[config.mk]
export PLATFORM = sky130hd
export DESIGN_NAME = err_demod_gen
export DESIGN_NICKNAME = d
export VERILOG_FILES = /design/src/rtl/err_demod_gen.sv
export SDC_FILE = /design/constraint.sdc
export NUM_CORES = 1
export LEC_CHECK = 0
export CAP_MARGIN = 5
export CELL_PAD_IN_SITES_DETAIL_PLACEMENT = 2
export CELL_PAD_IN_SITES_GLOBAL_PLACEMENT = 2
export CORE_MARGIN = 2
export CORE_UTILIZATION = 25
export DETAILED_ROUTE_END_ITERATION = 16
export GPL_ROUTABILITY_DRIVEN = 1
export GPL_TIMING_DRIVEN = 0
export PLACE_DENSITY_LB_ADDON = 0.1
export SLEW_MARGIN = 20
export SYNTH_ARGS = -nofsm -noshare
export SYNTH_HDL_FRONTEND = slang
export SYNTH_SLANG_ARGS = --single-unit
export TNS_END_PERCENT = 5
[constraint.sdc]
create_clock -name i_clk -period 9.7 [get_ports i_clk]
set_clock_uncertainty 0.05 [all_clocks]
set_input_delay 1.94 -clock i_clk [delete_from_list [all_inputs] [get_ports i_clk]]
set_output_delay 1.94 -clock i_clk [all_outputs]
set_load 0.005 [all_outputs]
[src/rtl/err_demod_gen.sv]
// err_demod_gen: square-wave modulator with synchronous demodulation into a signed error word
// Ports: i_clk / i_rst_n (async, active-low) clock and reset; i_en enable; i_adc signed 14-bit sample;
//        i_freq half-period F, i_wait_cnt settle count W, i_avg_sel log2 of sample count N, i_polarity error sign;
//        o_mod square wave (1 = positive half); o_err / o_trig error word and its one-cycle strobe;
//        o_cfg_err set for a period whose W+N exceeds F; o_avg_pos / o_avg_neg latest half-period averages.
module err_demod_gen (
    input  logic               i_clk,
    input  logic               i_rst_n,
    input  logic               i_en,
    input  logic signed [13:0] i_adc,
    input  logic [15:0]        i_freq,
    input  logic [15:0]        i_wait_cnt,
    input  logic [3:0]         i_avg_sel,
    input  logic               i_polarity,
    output logic               o_mod,
    output logic signed [31:0] o_err,
    output logic               o_trig,
    output logic               o_cfg_err,
    output logic signed [31:0] o_avg_pos,
    output logic signed [31:0] o_avg_neg
);
    typedef enum logic [1:0] {WAIT, ACCUM, DONE} state_t;

    state_t             st_q, st, st_d;
    logic [15:0]        cnt_q, f_q, w_q, f, w;
    logic [3:0]         sel_q, sel_in, sel;
    logic [16:0]        end_cnt;
    logic               mod_q, pol_q, cfg_q, cfg, cfg_bad, latch, take, last, wrap;
    logic               store_pos_q, store_neg_q, err_pend_q, trig_q;
    logic signed [31:0] acc_q, acc, acc_d, avg_new, avg_pos_q, avg_neg_q, err_q, err_nxt_q;

    always_comb begin
        // On the first clock of a period the live inputs govern; they are latched for the rest of it
        latch   = cnt_q == 16'd0 && mod_q;
        sel_in  = i_avg_sel > 4'd10 ? 4'd10 : i_avg_sel;
        f       = latch ? i_freq : f_q;
        w       = latch ? i_wait_cnt : w_q;
        sel     = latch ? sel_in : sel_q;
        end_cnt = {1'b0, w} + (17'd1 << sel);
        cfg_bad = end_cnt > {1'b0, f};
        cfg     = latch ? cfg_bad : cfg_q;
        wrap    = cnt_q == f - 16'd1;
        // A half-period edge restarts the FSM from an empty accumulator on this very clock
        st      = cnt_q == 16'd0 ? WAIT : st_q;
        acc     = cnt_q == 16'd0 ? 32'sd0 : acc_q;
        take    = !cfg && ((st == WAIT && cnt_q == w) || st == ACCUM);
        last    = take && ({1'b0, cnt_q} + 17'd1 == end_cnt);
        acc_d   = take ? acc + 32'(i_adc) : acc;
        st_d    = last ? DONE : take ? ACCUM : st;
        avg_new = acc_q >>> sel_q;
    end

    always_ff @(posedge i_clk or negedge i_rst_n) begin
        if (!i_rst_n) begin
            cnt_q       <= '0;
            mod_q       <= 1'b1;
            st_q        <= WAIT;
            acc_q       <= '0;
            f_q         <= 16'd100;
            w_q         <= 16'd10;
            sel_q       <= 4'd3;
            pol_q       <= 1'b0;
            cfg_q       <= 1'b0;
            store_pos_q <= 1'b0;
            store_neg_q <= 1'b0;
            err_pend_q  <= 1'b0;
            trig_q      <= 1'b0;
            avg_pos_q   <= '0;
            avg_neg_q   <= '0;
            err_q       <= '0;
            err_nxt_q   <= '0;
        end else if (!i_en) begin
            cnt_q       <= '0;
            mod_q       <= 1'b1;
            st_q        <= WAIT;
            acc_q       <= '0;
            store_pos_q <= 1'b0;
            store_neg_q <= 1'b0;
            err_pend_q  <= 1'b0;
            trig_q      <= 1'b0;
        end else begin
            cnt_q       <= wrap ? 16'd0 : cnt_q + 16'd1;
            mod_q       <= mod_q ^ wrap;
            if (latch) begin
                f_q   <= i_freq;
                w_q   <= i_wait_cnt;
                sel_q <= sel_in;
                pol_q <= i_polarity;
                cfg_q <= cfg_bad;
            end
            st_q        <= st_d;
            acc_q       <= acc_d;
            store_pos_q <= last && mod_q;
            store_neg_q <= last && !mod_q;
            err_pend_q  <= store_neg_q;
            trig_q      <= err_pend_q;
            if (store_pos_q)
                avg_pos_q <= avg_new;
            // The difference is formed with the polarity of the period that produced the data,
            // even when the store lands on the latch clock of the next period
            if (store_neg_q) begin
                avg_neg_q <= avg_new;
                err_nxt_q <= pol_q ? avg_new - avg_pos_q : avg_pos_q - avg_new;
            end
            if (err_pend_q)
                err_q <= err_nxt_q;
        end
    end

    assign o_mod     = mod_q;
    assign o_err     = err_q;
    assign o_trig    = trig_q;
    assign o_cfg_err = cfg_q;
    assign o_avg_pos = avg_pos_q;
    assign o_avg_neg = avg_neg_q;
endmodule

-- Yosys cells after proc, flatten, opt, wreduce, memory -nomap -nowiden
Cells that the tools add are included.
- bits in registers: 221
- input bits: 54
- logic and storage cells: 68
- add/subtract/negate cells: 7
- magnitude comparators: 2
- equality and inequality tests: 4
- shift operators: 2
- mux-type cells: 20
- bitwise operators: 1
- reductions and logical operators: 15
- operators by type and width (operator ; number):
    32-bit 2-to-1 mux ; 4
    16-bit 2-to-1 mux ; 4
    32-bit subtractor ; 2
    32-bit by 14-bit adder with 32-bit output ; 1
    16-bit == test ; 2
    32-bit by 4-bit >>> shifter with 32-bit output ; 1
    16-bit by 1-bit adder with 17-bit output (second input constant) ; 1
    16-bit by 17-bit adder with 17-bit output ; 1
    17-bit == test ; 1
    17-bit by 16-bit > comparator with 1-bit output ; 1
    1-bit by 4-bit << shifter with 17-bit output (first input constant) ; 1
    16-bit by 1-bit adder with 16-bit output (second input constant) ; 1
    16-bit logical NOT ; 1
    16-bit by 1-bit subtractor with 16-bit output (second input constant) ; 1
    2-bit 2-to-1 mux ; 4
    4-bit 2-to-1 mux ; 2
    2-bit AND reduction ; 4
    1-bit logical AND ; 6
    1-bit 2-to-1 mux ; 6
    4-bit > comparator (second input constant) ; 1
    2-bit by 1-bit == test with 1-bit output (second input constant) ; 1
    1-bit logical NOT ; 2
    2-bit logical NOT ; 1
    1-bit logical OR ; 1
    1-bit XOR ; 1

-- Longest topological paths before layout
- depth in word-level cells: 12
- gate-level depth with buffers: 29
- mapped depth without buffers: 25

-- Least setup slack after synthesis
Ideal clock, no wire load.
- path type: input to register
- start: input port i_avg_sel[2]
- end: register store_neg_q
- setup time: 72 ps
- data arrival time: 6431 ps
- required time: 9578 ps
- setup slack: 3146 ps
- stages on the path: 21
- path buffers: 0
- path through: o21ai_0 -> nand2_1 -> a31oi_1 -> nor2_1 -> ha_1 -> fa_1 -> a211oi_1 -> o211ai_1 -> a31oi_1 -> o21a_1 -> o21ai_0 -> xor2_1 -> ha_1 -> nand2_1 -> nor4_1 -> a21oi_1 -> a21oi_1 -> o211ai_1 -> or3_1 -> or4_4 -> nor2_1
- word-level cells in the longest chain between the ends: 12
- elaborated cells between the ends (all ways): 13
- classes of those cells: add/sub (1); order compare (2); eq/ne (1); shift (1); mux (4); reduce/logical (4)
- RTL lines (element ; line ; text):
    start: declaration ; 13 ; input logic [3:0] i_avg_sel,
    4-bit > comparator ; 35 ; sel_in = i_avg_sel > 4'd10 ? 4'd10 : i_avg_sel;
    4-bit 2-to-1 mux * ; 35 ;
    4-bit 2-to-1 mux * ; n/a ;
    1-bit by 4-bit << shifter with 17-bit output * ; 39 ; end_cnt = {1'b0, w} + (17'd1 << sel);
    16-bit by 17-bit adder with 17-bit output * ; 39 ;
    17-bit by 16-bit > comparator with 1-bit output ; 40 ; cfg_bad = end_cnt > {1'b0, f};
    1-bit 2-to-1 mux ; n/a ;
    1-bit logical NOT ; 46 ; take = !cfg && ((st == WAIT && cnt_q == w) || st == ACCUM);
    1-bit logical AND ; 46 ;
    1-bit logical AND * ; 47 ; last = take && ({1'b0, cnt_q} + 17'd1 == end_cnt);
    1-bit logical AND * ; 94 ; store_neg_q <= last && !mod_q;
    1-bit 2-to-1 mux * ; 72 ; end else if (!i_en) begin
    end signal: assignment ; 94 ;
    end: declaration ; 29 ; logic store_pos_q, store_neg_q, err_pend_q, trig_q;
Every way passes the cells marked *; elsewhere a longest branch is shown, timed or not.
A chain may end at the register's enable or synchronous reset.

-- Worst setup path after layout
- start: register cnt_q[0]
- end: register acc_q[24]
- word-level cells in the longest chain between the ends: 11
- elaborated cells between the ends (all ways): 21
- classes of those cells: add/sub (2); order compare (1); eq/ne (2); shift (1); mux (8); reduce/logical (7)
- RTL lines (element ; line ; text):
    start: declaration ; 25 ; logic [15:0] cnt_q, f_q, w_q, f, w;
    start signal: assignment ; 82 ; cnt_q <= wrap ? 16'd0 : cnt_q + 16'd1;
    16-bit logical NOT ; 34, 44, 45 ;
    1-bit logical AND ; 34 ; latch = cnt_q == 16'd0 && mod_q;
    4-bit 2-to-1 mux ; n/a ;
    1-bit by 4-bit << shifter with 17-bit output ; 39 ;
    16-bit by 17-bit adder with 17-bit output ; 39 ;
    17-bit by 16-bit > comparator with 1-bit output ; 40 ;
    1-bit 2-to-1 mux ; n/a ;
    1-bit logical NOT ; 46 ;
    1-bit logical AND ; 46 ;
    32-bit 2-to-1 mux * ; 48 ; acc_d = take ? acc + 32'(i_adc) : acc;
    32-bit 2-to-1 mux * ; 72 ;
    end signal: assignment ; 58 ; acc_q <= '0;
    end signal: assignment ; 76 ; acc_q <= '0;
    end signal: assignment ; 92 ; acc_q <= acc_d;
    end: declaration ; 30 ; logic signed [31:0] acc_q, acc, acc_d, avg_new, avg_pos_q, avg_neg_q, err_q, err_nxt_q;
Marks and branches as above.

==> results_dict.tcl <==
set metrics [dict create \
    outcome "finished, final reports clean" \
    track_usage_pct 20.4 \
    end_kind "flip-flop" \
    postRouteAntennaNets 0 \
    placed_cell_area_um2 21000 \
    cp_top_family "compound AO/OA/AOI/OAI gates" \
    grt_use_met1_pct 28.9 \
    hold_class "flip-flop to flip-flop" \
    startpoint_type "flip-flop" \
    grt.busiest_layer "met2" \
    clock_path_buffers 3 \
    insertedDiodeCount 0 \
    synth_seq_cells 221 \
    worst-setup-path-type "flip-flop to flip-flop" \
    crit_arrival_ps 9200 \
    design.die.area_um2 74900 \
    post-route-period-util_pct 90.3 \
    yosysUniqueCellTypes 93 \
    max_freq_ghz 0.114 \
    synth_edf_count 0 \
    fin_ws_ps 938 \
    core_um2 71700 \
    drive_gt1_share_pct 9.09 \
    via_count 16900 \
    n_fill_cell 8096 \
    drt_wl_total_um 76700 \
    hold_viol 0 \
    grt_use_met3_pct 1.95 \
    place_ws_ps 571 \
    place.gp.congestion 0.844 \
    final_area_um2 22000 \
    cts-htree-levels 1 \
    rsz0062_at_grt "no" \
    rr_worst_depth 26 \
    min_path_cells 2 \
    numCtsBuffers 29 \
    drv_slew 0 \
    holdWs_ps 431 \
    cts-root-buf "clkbuf_16" \
    io_buffers 152 \
    grt_pass1_vias 18600 \
    synth_fp_nets 2323 \
    row_count 98 \
    clock_sinks 221 \
    multi_input_area_um2 11700 \
    area_growth_pct 20.8 \
    cts.clk_slew.worst_paths_ps 60 \
    drc 0 \
    cts_resized 0 \
    syn_area_per_cell_um2 8.51 \
    leakage_nw 9.61 \
    finalSetupViolCount 0 \
    grt_max_degree 90 \
    synth_top_flop_cell "dfrtp_1" \
    dpl.hpwl_um 62300 \
    fin_util_pct 30.6 \
    slowest_delay_ps 760 \
    viasPerCell 5.14 \
    wl_per_cell_um 23.3 \
    path_max_fanout 10 \
    grtUsageMet2_pct 33.3 \
    die_h_um 274 \
    cts_hold_buf 0 \
    finalPower_mw 3.83 \
    final_nets 2508 \
    period_needed_ps 8760 \
    synth.yosys.warnings 0 \
    overflow 0 \
    io_pins 153 \
    cpMaxStageDelayCell "nor2_1" \
    synth_seq_area_share_pct 30.5 \
    power_density_nw_per_um2 174 \
    dr.pass1.iters 4 \
    regArea_um2 5540 \
    cts_tree "yes" \
    slew_headroom_pct 26.8 \
    cp.depth 26 \
    worstPathBufferInverterCount 3 \
    start_util_pct 25.3 \
    synth_cells 2137 \
    grt_pass1_wl_um 118000 \
    cap_viol_max_count 0 \
    drt-initial-drc-count 798 \
    synth_area_um2 18200 \
    ir_drop_uv 122 \
    antenna_found_initial 1 \
    worstMarginPinSlew_ps 1100 \
    post_cts_buffers 0 \
    clkLatencyLatePin_ps 590 \
    async_reset_ff_share_pct 100 \
    regToRegSetupSlack_ps 940 \
    required_ps 10140 \
    die_w_um 274 \
]
state kept, by name, indices dropped and copies added, names as in the netlist, 2 cells and up:
register	flops
err_nxt_q	32
cnt_q	16
sel_q	4
o_err	32
o_avg_neg	32
f_q	16
w_q	16
st_q	2
acc_q	32
o_avg_pos	32
layout by cell type, fill, tap and decap left out, types with 81 or more instances in the layout:
cell and count:
ha_1 128, inv_1 115, xnor2_1 81, nand2_1 267, a21oi_1 137, nor2_1 144, clkdlybuf4s50_1 151, dfrtp_1 213
clkbuf_1 93, o21ai_0 204
worst register-to-register path: stages (launching register included):
cell and delay, ps:
dfrtp_1 480, inv_1 180, ha_1 230, nor4b_2 170
nand4_1 120, clkbuf_1 610, clkbuf_1 700, nor3_1 160
a31oi_1 530, nor2_1 160, fa_1 470, a211oi_1 610
o211ai_1 220, a31oi_1 300, o21a_1 280, o21ai_0 170
xor2_1 210, ha_1 330, nand2_1 80, nor4_1 430
o21ai_0 180, nand4_1 160, a21oi_1 160, o211ai_1 510
nor2_2 210, nor2_1 760, o2bb2ai_1 190
cell type report:
type                       count  share of cell area (%)
sequential                   221                    25.2
inverter                     117                    2.00
timing repair buffer         154                    7.20
multi-input combinational   1682                    53.2
clock inverter                14                   0.906
clock buffer                  37                    3.67
buffer                       117                    2.35
tap                          950                    5.41
final timing paths:
| kind | start | end |
|---|---|---|
| setup / recovery | cnt_q[0] | acc_q[24] |
| hold / removal | err_nxt_q[31] | err_nxt_q[31] |
| setup reg to reg | cnt_q[0] | acc_q[24] |
| hold reg to reg | err_nxt_q[31] | err_nxt_q[31] |
| max in group asynchronous | i_rst_n | acc_q[24] |
| min in group asynchronous | i_rst_n | f_q[15] |
cells in the mapped netlist, drive strengths merged (16+ instances only):
master | count | share of area [%]
dfrtp | 213 | 29
nand2b | 16 | 0.55
ha | 128 | 8.8
nor2 | 157 | 3.4
mux2 | 80 | 5.0
a21oi | 138 | 3.8
nor3 | 42 | 1.2
a211oi | 31 | 1.3
a21o | 41 | 1.7
inv | 116 | 2.4
nand3 | 36 | 0.99
nand4 | 26 | 0.96
clkbuf | 90 | 1.9
buf | 27 | 0.98
o211ai | 24 | 0.99
mux2i | 61 | 3.5
xor2 | 50 | 2.4
nand2 | 267 | 5.5
o21ai | 206 | 5.7
xnor2 | 81 | 3.9
and2 | 42 | 1.4
logic make-up (layout without fill, tap and decap cells):
kind of cell	after synthesis	after routing	synth area share, %
AO/OA/AOI/OAI	590	590	20.4
XOR/XNOR	137	137	7.06
adder cells (fa/ha/maj)	132	132	9.25
buffers and inverters	234	439	5.25
flip-flops	221	221	30.5
multiplexers	155	155	10.2
AND/OR/NAND/NOR	668	668	17.4
stage by stage:
step,cells,setup TNS (ps)
after floorplan,2137,0
after global placement,3239,-760500
after detailed placement,3241,0
after CTS,3292,0
after global routing,3292,0
final,3292,0
routing by layer:
metal | vias to the layer above | share of wire, %
met5 | - | 0
met3 | 86 | 2.8
met2 | 244 | 46
met4 | 0 | 2.1
met1 | 8617 | 50
li1 | 7985 | -
power by group:
group	total, mW	switching, mW	internal [mW]
clock	1.16	0.467	0.693
combinational	1.64	1.07	0.577
sequential	1.03	0.0570	0.969
total	3.83	1.59	2.24
Power figures use the tool's default switching activity.
